--- src/rtl/dp_ram_core.sv ---
// rtl/dp_ram_core.sv - true dual-port RAM core with read-first ports, port-A write priority,
// write-write collision reporting and out-of-range address flagging.
module dp_ram_core #(
   parameter int DATA_WIDTH = 8,
   parameter int MEM_DEPTH  = 16,
   parameter int ADDR_WIDTH = $clog2(MEM_DEPTH)
) (
   input  logic                  clk,
   input  logic                  rst,
   input  logic                  i_ena,
   input  logic                  i_enb,
   input  logic                  i_wea,
   input  logic                  i_web,
   input  logic [ADDR_WIDTH-1:0] i_addra,
   input  logic [ADDR_WIDTH-1:0] i_addrb,
   input  logic [DATA_WIDTH-1:0] i_dina,
   input  logic [DATA_WIDTH-1:0] i_dinb,
   output logic [DATA_WIDTH-1:0] o_douta,
   output logic [DATA_WIDTH-1:0] o_doutb,
   output logic                  o_valida,
   output logic                  o_validb,
   output logic                  o_collision,
   output logic                  o_addr_err,
   output logic [7:0]            o_coll_count
);

   logic [DATA_WIDTH-1:0] mem [0:MEM_DEPTH-1];

   logic a_in_range, b_in_range;
   logic a_write, b_write, a_read, b_read;
   logic collide, addr_err_now;

   // MEM_DEPTH need not be a power of two, so the top of the address space can be unmapped
   assign a_in_range = (32'(i_addra) < MEM_DEPTH);
   assign b_in_range = (32'(i_addrb) < MEM_DEPTH);

   assign a_write = i_ena & i_wea & a_in_range;
   assign b_write = i_enb & i_web & b_in_range;
   assign a_read  = i_ena & ~i_wea;
   assign b_read  = i_enb & ~i_web;

   assign collide      = a_write & b_write & (i_addra == i_addrb);
   assign addr_err_now = (i_ena & ~a_in_range) | (i_enb & ~b_in_range);

   // Port B yields to port A when both write the same word
   always_ff @(posedge clk or posedge rst) begin
      if (rst) begin
         for (int i = 0; i < MEM_DEPTH; i++) mem[i] <= '0;
      end else begin
         if (a_write)            mem[i_addra] <= i_dina;
         if (b_write && !collide) mem[i_addrb] <= i_dinb;
      end
   end

   // Reads sample the array before this edge's writes land, giving read-first behaviour
   always_ff @(posedge clk or posedge rst) begin
      if (rst) begin
         o_douta  <= '0;
         o_doutb  <= '0;
         o_valida <= 1'b0;
         o_validb <= 1'b0;
      end else begin
         o_valida <= a_read;
         o_validb <= b_read;
         if (a_read) o_douta <= a_in_range ? mem[i_addra] : '0;
         if (b_read) o_doutb <= b_in_range ? mem[i_addrb] : '0;
      end
   end

   always_ff @(posedge clk or posedge rst) begin
      if (rst) begin
         o_collision  <= 1'b0;
         o_addr_err   <= 1'b0;
         o_coll_count <= '0;
      end else begin
         o_collision <= collide;
         o_addr_err  <= addr_err_now;
         if (collide && o_coll_count != 8'hFF) o_coll_count <= o_coll_count + 8'd1;
      end
   end

endmodule

--- config.mk ---
export PLATFORM = sky130hd
export DESIGN_NAME = dp_ram_core
export DESIGN_NICKNAME = d
export VERILOG_FILES = /design/src/rtl/dp_ram_core.sv
export SDC_FILE = /design/constraint.sdc
export NUM_CORES = 1
export LEC_CHECK = 0
export CORE_MARGIN = 1.5
export CORE_UTILIZATION = 55
export CTS_CLUSTER_DIAMETER = 40
export CTS_CLUSTER_SIZE = 8
export DETAILED_ROUTE_END_ITERATION = 10
export PLACE_DENSITY_LB_ADDON = 0.15
export SETUP_SLACK_MARGIN = 0.15
export SLEW_MARGIN = 40
export SYNTH_ARGS = -nofsm -noshare
export SYNTH_HDL_FRONTEND = slang
export SYNTH_SLANG_ARGS = --single-unit
--- constraint.sdc ---
create_clock -name clk -period 4.7 [get_ports clk]
set_input_delay 0.47 -clock clk [delete_from_list [all_inputs] [get_ports clk]]
set_output_delay 0.47 -clock clk [all_outputs]
set_load 0.03 [all_outputs]
==> results of run 1 <==
routing by layer:
layer / track usage / routed length [um]
met5: 0 / 0
met4: 0.0938 / 573
met3: 0.0619 / 1690
met2: 0.481 / 12700
met1: 0.412 / 11000
worst paths after layout:
kind / endpoint / cells past startpoint / start / slack, ps
setup / recovery: mem[22]$_DFF_PP0_ / 6 / i_addra[3] / 1550
hold / removal: mem[118]$_DFF_PP0_ / 3 / rst / 480
setup reg to reg: o_douta[0]$_DFFE_PP0P_ / 4 / mem[16]$_DFF_PP0_ / 2730
hold reg to reg: o_coll_count[7]$_DFFE_PP0P_ / 1 / o_coll_count[7]$_DFFE_PP0P_ / 500
max in group asynchronous: mem[40]$_DFF_PP0_ / 4 / rst / 3480
min in group clk: o_coll_count[7]$_DFFE_PP0P_ / 1 / o_coll_count[7]$_DFFE_PP0P_ / 500
synthesized netlist by cell type (8+ instances only):
master      n
a21oi_1    23
a221oi_1    8
buf_2      14
clkbuf_1   30
dfrtp_1   155
mux2_2    248
mux2i_1    54
mux4_2     36
nand2_1    10
nor2_1     41
nor2_2     11
nor3_1      8
o22ai_1    22
xnor2_1     9
critical path: cells and delay by family:
family	cells	cell delay, ps
buffers and inverters	2	1440
AND/OR/NAND/NOR	2	860
multiplexers	2	680
cell families (layout without fill, tap and decap cells):
| kind of cell | Yosys count | count (layout) | synth area share |
|---|---|---|---|
| AOI/OAI and AO/OA | 67 | 67 | 0.0446 |
| xor gates and xnor gates | 11 | 11 | 0.0101 |
| adders and majority gates | 1 | 1 | 0.00131 |
| buffers and inverters | 60 | 101 | 0.0275 |
| DFF | 155 | 155 | 0.406 |
| muxes | 345 | 345 | 0.450 |
| other | 1 | 1 | 0.000393 |
| and+or+nand+nor | 109 | 109 | 0.0594 |
where the power goes:
group          switching (uW)  internal (uW)  leakage (uW)  total [uW]
combinational             532            782       0.00220        1310
clock                     561            848      0.000283        1410
sequential                257           1670       0.00190        1920
stage by stage:
| step | hold slack [ps] | power, uW | util | worst slack (ps) | area, sq um |
|---|---|---|---|---|---|
| 6_report | 476 | 4650 | 0.647 | 1550 | 10800 |
| 5_1_grt | 524 | 4860 | 0.647 | 1500 | 10800 |
| 4_1_cts | 507 | 4650 | 0.645 | 1550 | 10800 |
| 3_5_place_dp | 494 | 3240 | 0.609 | 1120 | 10200 |
| 3_3_place_gp | 480 | 3160 | 0.609 | 1210 | 10200 |
| 2_1_floorplan | 552 | 2870 | - | 2270 | 9550 |
flip-flops by register name (all words and copies together) (netlist names):
register / count
o_validb: 1
o_valida: 1
o_douta: 8
mem: 128
o_coll_count: 8
o_doutb: 8
o_collision: 1
final cells by class:
| type | count | area share |
|---|---|---|
| multi-input cells | 534 | 0.501 |
| flip-flops and latches | 155 | 0.358 |
| repair buffers | 66 | 0.0602 |
| clock buffers | 21 | 0.0415 |
| well taps | 220 | 0.0254 |
| clock inverters | 11 | 0.0134 |
| inverters | 3 | 0.00138 |
==> results.yml, run 1 <==
synth:
  ys_types: 44
  synth-seq-cells: 155
  async_flop_share: 1.00
  synth_ff_type: "dfrtp_1"
  synth_area_leaders: "dfrtp_1 (41%), mux2_2 (29%), mux4_2 (8.5%)"
  syn-num-nets: 780
  seq_area_frac_synth: 0.406
  synth_top_cell_area_share: 0.406
  synthCells: 749
  synth_edf_count: 0
  synth_top_area_cell: "dfrtp_1"
  syn-cell-area_sq_um: 9540
  avgSynthCellArea_sq_um: 12.7
  yosys_warnings: 0
critical_path:
  crit_required_ps: 5010
  cp_common_cell: "mux2_2"
  endpoint_kind: "flip-flop"
  crit_arrival_ps: 3460
  worstSetupStartpointType: "primary input"
  cp_slowest_cell: "clkdlybuf4s50_1"
  path_cells: "clkdlybuf4s50_1 -> buf_4 -> nand2_1 -> nor2_1 -> mux2_2 -> mux2_2"
  path_class: "primary input to flip-flop"
  max_stage_delay_ps: 1000
  cp_max_fo: 19
floorplanning:
  ios: 58
  coreArea_sq_um: 16800
  initial_core_util: 0.569
  num_rows: 47
  die_w_um: 135
  die_area_sq_um: 18200
  die_h_um: 135
flow_run:
  maxCapViolCount: 0
placement:
  gp_congestion: 0.922
  dp.cells: 977
  port_buffers: 56
  place_hpwl_mm: 17.2
sta:
  clock.fmax_mhz: 317
  fin_tns_setup_ps: 0
  max_slew.worst_pin.slew_ps: 851
  finalHoldViolCount: 0
  slew_headroom: 0.430
  rsz0062_at_grt: "false"
  finalCritPeriodShare: 0.671
  skew_ps: 7.94
  slew_viol_final: 0
  fin_crit_ps: 3150
  setup_viol: 0
finish:
  antenna_cells: 0
  fin_nets: 808
  seq_area_sq_um: 3880
  drive_gt1_frac: 0.444
  finalNonFillerCells: 1010
  fillers: 1288
  multiInputGateArea_sq_um: 5430
  final_cell_mix: "mux2_2 (248), dfrtp_1 (155), mux2i_1 (54)"
  layout_commonest_cell: "mux2_2"
  area_growth_pct: 13.6
clock_tree:
  cts_setup_buffers: 0
  cts_resized: 0
  cts_buffers: 17
  clkSinkCount: 155
  cts_tree: "yes"
  cts_root_buffer: "clkbuf_16"
  ctsLongestPathBuffers: 2
  path_clk_slew_ps: 60
  cts.htree.levels: 4
  hold_buffers: 0
  clk_latency_ps: 430
global_routing:
  grt_max_degree: 156
  first_global_vias: 6760
  grt_pass1_wl_mm: 40.5
  grtUsageTotal: 0.300
  antenna_found_initial: 0
  overflow: 0
drt:
  viasPerCell: 6.56
  routed-via-count: 6630
  post_drt_wl_per_cell_um: 25.7
  drc: 0
  drtAntennaViolNets: 0
  wirelength_mm: 26.0
  drtIter0Drc: 746
  dr.pass1.iters: 6
pwr:
  leakage_uw: 0.00439
  powerDensity_nw_per_um2: 429
  peakVddDrop_v: 0.000310
worst_hold_path:
  min_path_type: "primary input to asynchronous set/reset pin"
outcome:
  status: "completed"
Power figures use the tool's default switching activity.
==> run 2, diff against run 1 <==
--- a/config.mk
+++ b/config.mk
@@ -6,7 +6,7 @@
 export NUM_CORES = 1
 export LEC_CHECK = 0
 export CORE_MARGIN = 1.5
-export CORE_UTILIZATION = 55
+export CORE_UTILIZATION = 60
 export CTS_CLUSTER_DIAMETER = 40
 export CTS_CLUSTER_SIZE = 8
 export DETAILED_ROUTE_END_ITERATION = 10
==> constraint.sdc (replaced) <==
create_clock -name clk -period 3.1 [get_ports clk]
set_input_delay 0.31 -clock clk [delete_from_list [all_inputs] [get_ports clk]]
set_output_delay 0.31 -clock clk [all_outputs]
set_load 0.03 [all_outputs]
==> run 2 against run 1 <==
  * Sequential cell count stayed put
  * Largest cell class unchanged
  * Via count is 3.0% higher
  * Clock power is 65% higher
  * Critical path type unchanged
  * Clock-buffer cell count is 2 lower
==> results.yml, run 2 (same netlist as run 1, synthesis figures left out) <==
floorplanning:
  die_h_um: 129
  num_rows: 45
  initial_core_util: 0.621
  die_area_sq_um: 16700
  ios: 58
  die_w_um: 129
  coreArea_sq_um: 15400
critical_path:
  worstSetupStartpointType: "primary input"
  crit_arrival_ps: 2890
  endpoint_kind: "flip-flop"
  crit_required_ps: 3410
  path_class: "primary input to flip-flop"
  cp_max_fo: 10
sta:
  finalWorstSetupSlack_ps: 514
  skew_ps: 9.62
  max_slew.worst_pin.slew_ps: 823
  setup_viol: 0
  slew_viol_final: 0
  slew_headroom: 0.449
  rsz0062_at_grt: "false"
  finalCritPeriodShare: 0.834
  fin_crit_ps: 2590
  finalHoldViolCount: 0
  fin_tns_setup_ps: 0
  clock.fmax_mhz: 387
clock_tree:
  cts_tree: "yes"
  hold_buffers: 0
  cts_setup_buffers: 0
  cts_resized: 0
  path_clk_slew_ps: 60
  cts_root_buffer: "clkbuf_16"
  cts_buffers: 17
  clk_latency_ps: 430
  clkSinkCount: 155
  cts.htree.levels: 4
  ctsLongestPathBuffers: 2
placement:
  place_hpwl_mm: 17.9
  port_buffers: 56
  post-place-ws_ps: 176
  dp.cells: 989
  place_area_sq_um: 10400
  gp_congestion: 0.893
finish:
  seq_area_sq_um: 3880
  layout_commonest_cell: "mux2_2"
  fin_nets: 828
  finalNonFillerCells: 1020
  multiInputGateArea_sq_um: 5410
  final_core_util: 0.717
  final_cell_mix: "mux2_2 (248), dfrtp_1 (155), mux2i_1 (54), clkdlybuf4s50_1 (54), nor2_1 (39)"
  largest_reg_flops: 128
  drive_gt1_frac: 0.451
  fillers: 1041
  finalInstanceArea_sq_um: 11000
  area_growth_pct: 15.5
  regMostFlops: "mem"
  antenna_cells: 0
drt:
  dr.pass1.iters: 5
  wirelength_mm: 25.5
  drtAntennaViolNets: 0
  routed-via-count: 6831
  drc: 0
  viasPerCell: 6.70
  drtIter0Drc: 778
  post_drt_wl_per_cell_um: 25.0
worst_hold_path:
  min_path_type: "primary input to asynchronous set/reset pin"
flow_run:
  maxCapViolCount: 0
pwr:
  combPwrFrac: 0.276
  p_int_uw: 5180
  switchingPower_uw: 2110
  swShare: 0.289
  clock_power_share: 0.320
  peakVddDrop_v: 0.000462
  powerDensity_nw_per_um2: 662
  sequentialPowerShare: 0.404
  leakage_uw: 0.00451
global_routing:
  grt_pass1_wl_mm: 40.6
  grt_max_degree: 109
  antenna_found_initial: 0
  first_global_vias: 7138
  grtUsageTotal: 0.326
  overflow: 0
outcome:
  status: "completed"
==> run 2: cell count changes in the layout (fill, tap and decap cells not counted), sizes merged <==
cell and delta:
bufinv +2, inv +4, clkbuf -2, clkdlybuf4s50 +1, clkinv -3, buf +19
clkinvlp -2
==> run 2: critical path, stage by stage <==
cell and delay [ps]:
clkdlybuf4s50_1 630, buf_4 300, nand4b_1 390, or3_1 640
mux2_2 350, mux2_2 260
==> run 2: area by class of cell <==
cell class / count / share of cell area
tap: 211 / 0.0240
sequential: 155 / 0.352
inverter: 3 / 0.00136
multi-input combinational: 534 / 0.491
clock buffer: 19 / 0.0402
clock inverter: 12 / 0.0191
timing repair buffer: 86 / 0.0727
==> run 2: power groups by stage <==
| stage | sequential, uW | combinational, uW | clock, uW |
|---|---|---|---|
| 6_report | 2940 | 2020 | 2330 |
| 5_1_grt | 3000 | 2160 | 2440 |
| 4_1_cts | 2930 | 2000 | 2350 |
| 3_5_place_dp | 2960 | 1980 | 0 |
| 3_3_place_gp | 2900 | 1900 | 0 |
| 2_1_floorplan | 2900 | 1450 | 0 |
==> run 2: path summary, 6_finish.rpt <==
| kind | slack, ps | end | cells after the start | startpoint |
|---|---|---|---|---|
| max in group asynchronous | 2080 | mem[23]$_DFF_PP0_ | 3 | rst |
| min in group clk | 500 | o_doutb[5]$_DFFE_PP0P_ | 2 | o_doutb[5]$_DFFE_PP0P_ |
| setup reg to reg | 1170 | o_douta[3]$_DFFE_PP0P_ | 4 | mem[67]$_DFF_PP0_ |
| hold / removal | 160 | mem[109]$_DFF_PP0_ | 2 | rst |
| hold reg to reg | 500 | o_doutb[5]$_DFFE_PP0P_ | 2 | o_doutb[5]$_DFFE_PP0P_ |
| setup / recovery | 510 | mem[111]$_DFF_PP0_ | 6 | i_addra[0] |
==> run 2: metrics by stage <==
stage	total power [uW]	hold slack, ps
after floorplan	4350	445
after global placement	4800	474
after detailed placement	4940	488
after CTS	7280	161
after global routing	7600	172
final	7290	163
==> run 2: per-layer routing <==
metal,up-vias,part of all wire,GRT usage
met2,356,0.49,0.529
met5,-,0,0
li1,2928,-,-
met4,0,0.027,0.120
met1,3479,0.41,0.433
met3,68,0.074,0.0747
